--- config.mk ---
export PLATFORM = sky130hd
export DESIGN_NAME = scg_lock_supervisor_flat
export DESIGN_NICKNAME = d
export VERILOG_FILES = /design/src/rtl/scg_lock_supervisor_if.sv /design/src/rtl/scg_lock_supervisor.sv /design/src/flat_wrapper.sv
export SDC_FILE = /design/constraint.sdc
export NUM_CORES = 1
export LEC_CHECK = 0
export BUFFER_PORTS_ARGS = -buffer_cell sky130_fd_sc_hd__buf_2
export CORE_MARGIN = 10
export CORE_UTILIZATION = 45
export DETAILED_ROUTE_END_ITERATION = 8
export GPL_TIMING_DRIVEN = 0
export SLEW_MARGIN = 20
export SYNTH_ARGS = -nofsm -noshare
export SYNTH_HDL_FRONTEND = slang
export SYNTH_SLANG_ARGS = --single-unit
--- constraint.sdc ---
create_clock -name clk_i -period 2.2 [get_ports clk_i]
set_input_delay 0.33 -clock clk_i [delete_from_list [all_inputs] [get_ports clk_i]]
set_output_delay 0.33 -clock clk_i [all_outputs]
set_load 0.005 [all_outputs]
--- src/rtl/scg_lock_supervisor_if.sv ---
// Status/control bundle between the system clock generator's lock supervisor and
// the surrounding logic (clock IP reset, system reset, status reporting).
// The supervisor connects through the master modport; the other side connects through slave.
interface scg_lock_supervisor_if;
   logic       locked_i;
   logic       pll_rst_o;
   logic       sys_rst_o;
   logic       ready_o;
   logic       timeout_o;
   logic [1:0] state_o;
   logic [7:0] lol_cnt_o;

   modport master (
      input  locked_i,
      output pll_rst_o,
      output sys_rst_o,
      output ready_o,
      output timeout_o,
      output state_o,
      output lol_cnt_o
   );

   modport slave (
      output locked_i,
      input  pll_rst_o,
      input  sys_rst_o,
      input  ready_o,
      input  timeout_o,
      input  state_o,
      input  lol_cnt_o
   );
endinterface

--- src/rtl/scg_lock_supervisor.sv ---
// Lock supervisor for the system clock generator. It pulses the clock IP reset,
// waits for LOCKED (retrying on timeout), qualifies lock for STABLE_CYCLES and only
// then releases the system reset. A loss of lock in RUN re-asserts the system reset.
// Optional macro SCG_LOL_COUNT_EN adds an 8-bit saturating loss-of-lock counter;
// without it lol_cnt_o is tied to zero.
module scg_lock_supervisor #(
   parameter int unsigned PLL_RST_CYCLES = 16,
   parameter int unsigned LOCK_TIMEOUT   = 100000,
   parameter int unsigned STABLE_CYCLES  = 1024,
   parameter int unsigned CNT_W          = 17
) (
   input  logic                 clk_i,
   input  logic                 rst_i,
   scg_lock_supervisor_if.master bus
);

   typedef enum logic [1:0] {
      StRstPll   = 2'd0,
      StWaitLock = 2'd1,
      StStable   = 2'd2,
      StRun      = 2'd3
   } state_e;

   localparam logic [CNT_W-1:0] PllLast     = CNT_W'(PLL_RST_CYCLES - 1);
   localparam logic [CNT_W-1:0] TimeoutLast = CNT_W'(LOCK_TIMEOUT - 1);
   localparam logic [CNT_W-1:0] StableLast  = CNT_W'(STABLE_CYCLES - 1);

   logic             r_meta;
   logic             r_locked_s;
   state_e           r_state;
   state_e           w_state_nxt;
   logic [CNT_W-1:0] r_cnt;
   logic [CNT_W-1:0] w_cnt_nxt;
   logic             w_timeout_nxt;
   logic             w_pll_rst_nxt;
   logic             w_sys_rst_nxt;
   logic             r_pll_rst;
   logic             r_sys_rst;
   logic             r_ready;
   logic             r_timeout;

   // Two-flop synchronizer for the asynchronous LOCKED input.
   always_ff @(posedge clk_i or posedge rst_i) begin
      if (rst_i) begin
         r_meta     <= 1'b0;
         r_locked_s <= 1'b0;
      end else begin
         r_meta     <= bus.locked_i;
         r_locked_s <= r_meta;
      end
   end

   // State and phase counter registers.
   always_ff @(posedge clk_i or posedge rst_i) begin
      if (rst_i) begin
         r_state <= StRstPll;
         r_cnt   <= '0;
      end else begin
         r_state <= w_state_nxt;
         r_cnt   <= w_cnt_nxt;
      end
   end

   // Next-state logic; the counter restarts from zero on every state change.
   always_comb begin
      w_state_nxt   = r_state;
      w_cnt_nxt     = r_cnt + 1'b1;
      w_timeout_nxt = 1'b0;
      unique case (r_state)
         StRstPll: begin
            if (r_cnt == PllLast) begin
               w_state_nxt = StWaitLock;
               w_cnt_nxt   = '0;
            end
         end
         StWaitLock: begin
            // Lock takes priority over a coincident timeout.
            if (r_locked_s) begin
               w_state_nxt = StStable;
               w_cnt_nxt   = '0;
            end else if (r_cnt == TimeoutLast) begin
               w_state_nxt   = StRstPll;
               w_cnt_nxt     = '0;
               w_timeout_nxt = 1'b1;
            end
         end
         StStable: begin
            // A glitch only restarts qualification; the PLL is not reset.
            if (!r_locked_s) begin
               w_state_nxt = StWaitLock;
               w_cnt_nxt   = '0;
            end else if (r_cnt == StableLast) begin
               w_state_nxt = StRun;
               w_cnt_nxt   = '0;
            end
         end
         StRun: begin
            w_cnt_nxt = '0;
            if (!r_locked_s) begin
               w_state_nxt = StWaitLock;
            end
         end
         default: begin
            w_state_nxt = StRstPll;
            w_cnt_nxt   = '0;
         end
      endcase
   end

   // Output decode from the next state so the registered outputs change on the same edge.
   always_comb begin
      w_pll_rst_nxt = (w_state_nxt == StRstPll);
      w_sys_rst_nxt = (w_state_nxt != StRun);
   end

   // Registered outputs.
   always_ff @(posedge clk_i or posedge rst_i) begin
      if (rst_i) begin
         r_pll_rst <= 1'b1;
         r_sys_rst <= 1'b1;
         r_ready   <= 1'b0;
         r_timeout <= 1'b0;
      end else begin
         r_pll_rst <= w_pll_rst_nxt;
         r_sys_rst <= w_sys_rst_nxt;
         r_ready   <= ~w_sys_rst_nxt;
         r_timeout <= w_timeout_nxt;
      end
   end

`ifdef SCG_LOL_COUNT_EN
   logic [7:0] r_lol_cnt;
   logic       w_lol_evt;

   assign w_lol_evt = (r_state == StRun) && !r_locked_s;

   // Saturating loss-of-lock event counter, cleared only by reset.
   always_ff @(posedge clk_i or posedge rst_i) begin
      if (rst_i) begin
         r_lol_cnt <= 8'd0;
      end else if (w_lol_evt && (r_lol_cnt != 8'hff)) begin
         r_lol_cnt <= r_lol_cnt + 8'd1;
      end
   end

   assign bus.lol_cnt_o = r_lol_cnt;
`else
   assign bus.lol_cnt_o = 8'd0;
`endif

   assign bus.pll_rst_o = r_pll_rst;
   assign bus.sys_rst_o = r_sys_rst;
   assign bus.ready_o   = r_ready;
   assign bus.timeout_o = r_timeout;
   assign bus.state_o   = r_state;

endmodule

--- src/flat_wrapper.sv ---
// flat-port wrapper written by rule: the top's interface ports become plain ports
module scg_lock_supervisor_flat 
#(
   parameter int unsigned PLL_RST_CYCLES = 16,
   parameter int unsigned LOCK_TIMEOUT   = 100000,
   parameter int unsigned STABLE_CYCLES  = 1024,
   parameter int unsigned CNT_W          = 17
)
  (clk_i, rst_i, bus_locked_i, bus_pll_rst_o, bus_sys_rst_o, bus_ready_o, bus_timeout_o, bus_state_o, bus_lol_cnt_o);
  scg_lock_supervisor_if bus_i ();
  input  logic clk_i;
  input  logic rst_i;
  input wire logic [$bits(bus_i.locked_i)-1:0] bus_locked_i;
  output wire logic [$bits(bus_i.pll_rst_o)-1:0] bus_pll_rst_o;
  output wire logic [$bits(bus_i.sys_rst_o)-1:0] bus_sys_rst_o;
  output wire logic [$bits(bus_i.ready_o)-1:0] bus_ready_o;
  output wire logic [$bits(bus_i.timeout_o)-1:0] bus_timeout_o;
  output wire logic [$bits(bus_i.state_o)-1:0] bus_state_o;
  output wire logic [$bits(bus_i.lol_cnt_o)-1:0] bus_lol_cnt_o;
  assign bus_i.locked_i = bus_locked_i;
  assign bus_pll_rst_o = bus_i.pll_rst_o;
  assign bus_sys_rst_o = bus_i.sys_rst_o;
  assign bus_ready_o = bus_i.ready_o;
  assign bus_timeout_o = bus_i.timeout_o;
  assign bus_state_o = bus_i.state_o;
  assign bus_lol_cnt_o = bus_i.lol_cnt_o;
  scg_lock_supervisor #(.PLL_RST_CYCLES(PLL_RST_CYCLES), .LOCK_TIMEOUT(LOCK_TIMEOUT), .STABLE_CYCLES(STABLE_CYCLES), .CNT_W(CNT_W)) u_core (.clk_i(clk_i), .rst_i(rst_i), .bus(bus_i));
endmodule
; Word-level counts from Yosys, hierarchy flattened
; Index checks and enable logic that the tools add are counted.
[totals]
register_bits = 25
in_bits = 3
out_inout_bits = 14
word_cells = 35
[op_classes]
add_sub_neg = 1
n_eq_ne = 7
muxes = 16
n_bitwise = 1
n_reduce_logical = 2
[op_table]
columns = operator, count
row1 = 17-bit 2-to-1 mux, 5
row2 = 17-bit one-hot mux with 4 select lines, 1
row3 = "17-bit by 1-bit adder with 17-bit output, second input constant", 1
row4 = "17-bit by 10-bit == test with 1-bit output, second input constant", 1
row5 = "17-bit == test, second input constant", 1
row6 = "17-bit by 4-bit == test with 1-bit output, second input constant", 1
row7 = 2-bit 2-to-1 mux, 6
row8 = 2-bit one-hot mux with 4 select lines, 1
row9 = "2-bit == test, second input constant", 2
row10 = 2-bit zero test, 2
row11 = 1-bit 2-to-1 mux, 3
row12 = "2-bit by 1-bit == test with 1-bit output, second input constant", 1
row13 = "2-bit != test, second input constant", 1
row14 = 1-bit NOT, 1

; Longest topological paths before layout
; Gate-level depths: netlist (run 1).
[depth]
word_depth = 6
depth_mapped = 9
mapped_depth_nobuf = 6

; Worst setup path before layout (run 1)
; OpenSTA, ideal clock, no wires.
[synth_path]
path_type = reg2reg
start = register u_core.r_cnt[0]
end = register u_core.r_cnt[2]
setup_time_ns = 0.119
arrival_ns = 1.761
slack_ns = 0.320
stages_incl_launch_ff = 10
n_path_buf = 3
cell_sequence = dfrtp_1 -> ha_1 -> and3_1 -> buf_6 -> nand3_4 -> o41ai_1 -> and3_1 -> buf_2 -> buf_4 -> nor2_1
[synth_between]
elab_chain_cells = 4
word_cells_on_any_way = 10
classes_between = add/sub (1) / eq/ne (3) / mux (6)
[synth_rtl]
columns = item, line_no
row1 = from (decl), scg_lock_supervisor.sv:32  ; logic [CNT_W-1:0] r_cnt;
row2 = from (signal assigned), scg_lock_supervisor.sv:60  ; r_cnt <= w_cnt_nxt;
row3 = "17-bit by 1-bit adder with 17-bit output, or another cell as far along", scg_lock_supervisor.sv:67  ; w_cnt_nxt = r_cnt + 1'b1;
row4 = "17-bit 2-to-1 mux, on equally long branches", "scg_lock_supervisor.sv:92, scg_lock_supervisor.sv:81"
row5 = "17-bit 2-to-1 mux, on equally long branches", "scg_lock_supervisor.sv:89, scg_lock_supervisor.sv:78"
row6 = 17-bit one-hot mux with 4 select lines (*), scg_lock_supervisor.sv:69  ; unique case (r_state)
row7 = net u_core.w_cnt_nxt[2], scg_lock_supervisor.sv:33  ; logic [CNT_W-1:0] w_cnt_nxt;
; Mark *: on every way through the listed nets, which the timed path passes. The rest lies on a longest branch.

; Final worst setup path (run 1)
[layout_path]
start = register u_core.r_cnt[5]
end = register u_core.r_cnt[13]
; The elaborated chain is that of the path after synthesis.

==> results of run 1 <==
[where the power goes]
group,switching [mW],internal (mW)
clock,0.129,0.0708
sequential,0.0378,0.525
combinational,0.156,0.130
total,0.323,0.726
[cells in the final DEF, fill, tap and decap left out]
cell / count
dfrtp_1: 23
nor2_1: 21
buf_2: 9
xor2_1: 9
buf_4: 9
nand3_1: 8
nand2_1: 8
conb_1: 8
xnor2_1: 6
inv_1: 5
nor3_1: 5
nor2b_1: 4
and3_1: 3
nand4_1: 3
clkbuf_4: 3
buf_6: 2
nor4_1: 2
o21ai_0: 2
dfstp_2: 2
clkbuf_2: 1
nand3_4: 1
o41ai_2: 1
o41ai_4: 1
and3_2: 1
a21boi_0: 1
or4_1: 1
or3_1: 1
a21oi_1: 1
and2b_2: 1
ha_1: 1
clkbuf_1: 1
[state kept, by name, indices dropped and copies added, names as in the netlist]
name                  cells
u_core.r_meta             1
u_core.bus.sys_rst_o      1
u_core.bus.state_o        2
u_core.bus.timeout_o      1
u_core.r_locked_s         1
u_core.r_cnt             17
u_core.bus.ready_o        1
u_core.bus.pll_rst_o      1
[path summary, 6_finish.rpt]
| kind | slack [ns] | to | start |
|---|---|---|---|
| worst max-delay path | 0.16 | u_core.r_cnt[13] | u_core.r_cnt[5] |
| worst min-delay path | 0.12 | u_core.r_meta | bus_locked_i |
| worst max register to register | 0.16 | u_core.r_cnt[13] | u_core.r_cnt[5] |
| worst min register to register | 0.37 | u_core.r_locked_s | u_core.r_meta |
| max in group asynchronous | 1.44 | u_core.r_cnt[10] | rst_i |
| min in group asynchronous | 0.20 | u_core.r_cnt[8] | rst_i |
[area by class of cell]
type | instances | area, um2
clock buffers | 4 | 26.3
flip-flops and latches | 25 | 628
well taps | 30 | 37.5
repair buffers | 9 | 47.5
plain buffers | 12 | 92.6
multi-input cells | 89 | 537
fillers | 231 | 1160
inverters | 5 | 18.8
[cell families after synthesis]
logic type      synth area share
compound gates            0.0387
simple gates               0.242
buf+inv                   0.0877
flops                      0.512
other cells              0.00306
fa+ha+maj                 0.0102
xor+xnor                   0.107
[per-layer routing]
metal,vias to the layer above,GRT usage,part of all wire
met5,-,0,0
met4,0,0.0387,0.017
met3,6,0.0313,0.067
met2,17,0.130,0.43
met1,386,0.112,0.48
li1,434,-,-
[through the flow]
stage / total power, mW / hold slack (ns) / utilization / worst slack (ns)
after CTS: 1.04 / 0.108 / 0.533 / 0.0892
final: 1.05 / 0.116 / 0.545 / 0.155
after global routing: 1.13 / 0.0934 / 0.545 / 0.00633
after detailed placement: 0.839 / 0.346 / 0.523 / 0.114
after floorplan: 0.750 / 0.331 / - / 0.320
after global placement: 0.832 / 0.339 / 0.523 / 0.0955
[what timing repair did]
action,4_1_cts,5_1_grt
setup endpoints to repair,0,10
buffers inserted,0,1
gates resized for setup,0,3
hold buffers,0,0
==> flow_metrics.py, run 1 <==
metrics = {
    "critical_path": {
        "crit_path_max_fanout": 10,
        "ff2ff_path_depth": 7,
        "crit_buf_inv": 2,
        "arrival_ns": 2.26,
        "worst-path-stages": 7,
        "cp-start-kind": "flip-flop",
        "crit_family": "simple AND/OR/NAND/NOR gates",
        "critical-path-max-stage-delay_ns": 0.48,
        "path_class": "flip-flop to flip-flop",
        "crit_path_top_delay_cell": "dfrtp_1",
        "required_ns": 2.41,
        "crit_chain": "nor4_1, nand3_1, o21ai_0, and3_1, buf_2, buf_6, nor2_1",
        "critPathCaptureType": "flip-flop",
    },
    "global_routing": {
        "gr-total-overflow": 0,
        "antenna_found_initial": 0,
        "grt_pass1_wl_mm": 3.81,
        "grt_max_degree": 26,
        "grt_use_total": 0.0879,
        "grt_pass1_vias": 855,
    },
    "route": {
        "drc_errors": 0,
        "wl_mm": 2.20,
        "vias": 843,
        "drt-initial-drc-count": 46,
        "via_per_inst": 4.84,
        "wire_per_inst_um": 12.6,
        "ant_nets": 0,
        "drtPass1Iterations": 4,
    },
    "placement": {
        "place_area_mm2": 0.00133,
        "gp_congestion": 0.874,
        "placedCellCount": 169,
        "portBuffers": 8,
        "dp_hpwl_mm": 1.62,
    },
    "synthesis": {
        "synth_edf_count": 0,
        "synth.avg_cell_area_um2": 9.90,
        "yosysMostFrequentCell": "dfrtp_1",
        "synth_area_leaders": "dfrtp_1, nor2_1, xor2_1, buf_4, dfstp_2",
        "yosys.area.top_type": "dfrtp_1",
        "synth_cell_types": 29,
        "yosysWarnings": 0,
        "synth-seq-cells": 25,
        "yosysSeqAreaShare": 0.512,
        "syn_inst": 124,
        "synthTopCellsByCount": "dfrtp_1, nor2_1, buf_4, xor2_1",
        "synth.top_cell.area_share": 0.469,
        "synth_async_sr_flop_share": 1.00,
        "syn_area_mm2": 0.00123,
        "synthFlopType": "dfrtp_1",
    },
    "job": {
        "cap_violations": 0,
    },
    "sta": {
        "setup_tns_ns": 0,
        "finalSetupViolations": 0,
        "slew_violations": 0,
        "worst_pin_slew_ns": 0.921,
        "max_freq_mhz": 489,
        "timing.clock.skew_ns": 0.00322,
        "min_period_ns": 2.04,
        "hold_viol_final": 0,
        "rsz0062_at_grt": "false",
        "post-route-period-util": 0.929,
        "max-slew-margin-rel": 0.385,
    },
    "layout": {
        "finalInstanceArea_mm2": 0.00139,
        "antennaDiodeCount": 0,
        "final_cell_count_no_fill": 174,
        "nets": 149,
        "area_delta_synth_final_pct": 13.0,
        "drive_gt1_frac": 0.215,
    },
    "power": {
        "power_per_cell_area_mw_per_mm2": 756,
        "ir_drop_mv": 0.598,
        "p_leak_nw": 0.654,
    },
    "run_status": {
        "status": "finished clean",
    },
    "floorplan": {
        "rows": 18,
        "start_util": 0.482,
        "fp.dieH_um": 72.2,
        "dieWidth_um": 72.2,
        "core_area_mm2": 0.00254,
        "num_io_pins": 17,
        "die_area_mm2": 0.00522,
    },
    "cts": {
        "h-tree-depth": 1,
        "clkTransAtPathRegs_ns": 0.13,
        "clock-root-buffer": "clkbuf_4",
        "clk_latency_ns": 0.31,
        "clkSinkCount": 25,
        "cts_tree": "yes",
        "cts_made_buffers": 3,
        "clockBufferDepth": 2,
    },
    "hold_path": {
        "min_path_cells": 1,
        "hp-class": "input pin to flip-flop",
    },
}
(Power assumes the default switching activity.)
==> run 2: changes to the inputs <==
--- a/config.mk
+++ b/config.mk
@@ -6,7 +6,7 @@
 export NUM_CORES = 1
 export LEC_CHECK = 0
 export BUFFER_PORTS_ARGS = -buffer_cell sky130_fd_sc_hd__buf_2
-export CORE_MARGIN = 10
+export CORE_ASPECT_RATIO = 1.25
 export CORE_UTILIZATION = 45
 export DETAILED_ROUTE_END_ITERATION = 8
 export GPL_TIMING_DRIVEN = 0
==> run 2 against run 1 <==
Effect of this change: cell count is 1.1% higher; via count is 3.6% higher; first-iteration DRC count down 8.7%; sequential power hardly changed; final area shrank 0.27%; setup slack worse by 0.035 ns; critical endpoint is now u_core.r_cnt[5]; largest power group unchanged; highest routed layer unchanged.
==> flow_metrics.py, run 2 (synthesis results as in run 1) <==
metrics = {
    "global_routing": {
        "gr-total-overflow": 0,
        "antenna_found_initial": 0,
        "grt_pass1_vias": 786,
        "grt_use_total": 0.160,
        "grt_max_degree": 26,
        "grt_pass1_wl_mm": 3.45,
    },
    "sta": {
        "timing.clock.skew_ns": 0.00253,
        "hold_viol_final": 0,
        "max_freq_mhz": 481,
        "max-slew-margin-rel": 0.409,
        "finalSetupViolations": 0,
        "worst_pin_slew_ns": 0.881,
        "post-route-period-util": 0.945,
        "min_period_ns": 2.08,
        "setup_slack_ns": 0.120,
        "slew_violations": 0,
        "timing.hold.ws_ns": 0.0711,
    },
    "cts": {
        "clkTransAtPathRegs_ns": 0.13,
        "clkSinkCount": 25,
        "clk_latency_ns": 0.31,
        "cts_setup_buffers": 0,
        "clock-root-buffer": "clkbuf_4",
        "h-tree-depth": 1,
        "cts_tree": "yes",
        "ctsHoldBuffers": 0,
        "clockBufferDepth": 2,
        "cts_made_buffers": 3,
    },
    "layout": {
        "final_cell_count_no_fill": 176,
        "antennaDiodeCount": 0,
        "multi_input_area_um2": 537,
        "largest_reg_flops": 17,
        "final_common_cell": "dfrtp_1",
        "finalInstanceArea_mm2": 0.00138,
        "top_register": "u_core.r_cnt",
        "final_core_util": 0.553,
        "drive_gt1_frac": 0.210,
        "area_delta_synth_final_pct": 12.7,
        "register_area_um2": 628,
        "fillerInstances": 236,
        "nets": 148,
        "final_cell_mix": "dfrtp_1, nor2_1, buf_2, xor2_1",
    },
    "route": {
        "drc_errors": 0,
        "drtPass1Iterations": 4,
        "wl_mm": 2.07,
        "drt-initial-drc-count": 42,
        "ant_nets": 0,
        "via_per_inst": 4.96,
        "vias": 873,
        "wire_per_inst_um": 11.7,
    },
    "placement": {
        "post-place-ws_ns": 0.00204,
        "place_area_mm2": 0.00134,
        "dp_hpwl_mm": 1.46,
        "gp_congestion": 0.765,
        "placedCellCount": 172,
        "portBuffers": 8,
    },
    "critical_path": {
        "crit_chain": "nor4_1, nand3_1, o21ai_0, and3_1, buf_2, buf_6, nor2_1",
        "required_ns": 2.42,
        "crit_path_top_delay_cell": "dfrtp_1",
        "cp-start-kind": "flip-flop",
        "critical-path-max-stage-delay_ns": 0.47,
        "crit_path_max_fanout": 10,
        "critPathCaptureType": "flip-flop",
        "arrival_ns": 2.30,
        "path_class": "flip-flop to flip-flop",
    },
    "power": {
        "power_per_cell_area_mw_per_mm2": 747,
        "p_leak_nw": 0.645,
        "ir_drop_mv": 0.453,
    },
    "floorplan": {
        "fp.dieH_um": 60.4,
        "die_area_mm2": 0.00294,
        "num_io_pins": 17,
        "start_util": 0.490,
        "rows": 20,
        "core_area_mm2": 0.00250,
        "dieWidth_um": 48.7,
    },
    "job": {
        "cap_violations": 0,
    },
    "hold_path": {
        "hp-class": "input pin to async pin",
    },
    "run_status": {
        "status": "finished clean",
    },
}
## run 2: changes by cell type in the layout (fill, tap and decap cells not counted), sizes merged
cell,change
buf,-1
inv,-1
clkinv,+1
## run 2: path summary, 6_finish.rpt
kind	slack, ns	start	cells after the start	endpoint
setup reg to reg	0.12	u_core.r_cnt[5]	7	u_core.r_cnt[5]
hold reg to reg	0.37	u_core.r_meta	0	u_core.r_locked_s
max in group asynchronous	1.72	rst_i	2	u_core.r_cnt[11]
setup / recovery	0.12	u_core.r_cnt[5]	7	u_core.r_cnt[5]
min in group clk_i	0.11	bus_locked_i	1	u_core.r_meta
hold / removal	0.07	rst_i	2	u_core.r_meta
## run 2: final cells by class
cell class	instances	area share
flip-flops and latches	25	0.454
multi-input cells	89	0.388
plain buffers	12	0.0669
well taps	33	0.0298
repair buffers	8	0.0289
clock buffers	4	0.0190
inverters	5	0.0136
## run 2: what timing repair did
action                                  CTS  global route
resized for setup                         1             2
gates cloned                              0             0
endpoints found under the setup margin   10            10
## run 2: worst max-delay path: cells and delay by family, from the launching register on
kind | cells | cell delay (ns)
compound gates | 1 | 0.29
buf+inv | 2 | 0.38
simple gates | 4 | 0.85
flops | 1 | 0.47
## run 2: power by group
group | internal, mW | leakage, nW | switching [mW] | total [mW]
Combinational | 0.119 | 0.299 | 0.150 | 0.269
Clock | 0.0709 | 0.0150 | 0.128 | 0.199
Sequential | 0.525 | 0.331 | 0.0396 | 0.565
Total | 0.715 | 0.645 | 0.318 | 1.03
## run 2: layer usage
layer  share of wire  up-vias  GRT usage
li1                -      431          -
met1            0.45      422      0.190
met2            0.50       15      0.286
met3           0.032        5     0.0226
met4           0.019        0     0.0882
met5               0        -          0
## run 2: metrics by stage
stage	power, mW	TNS, ns
global route	1.10	-0.00485
floorplan	0.750	0
detailed placement	0.832	0
CTS	1.04	0
finish	1.03	0
global placement	0.827	0
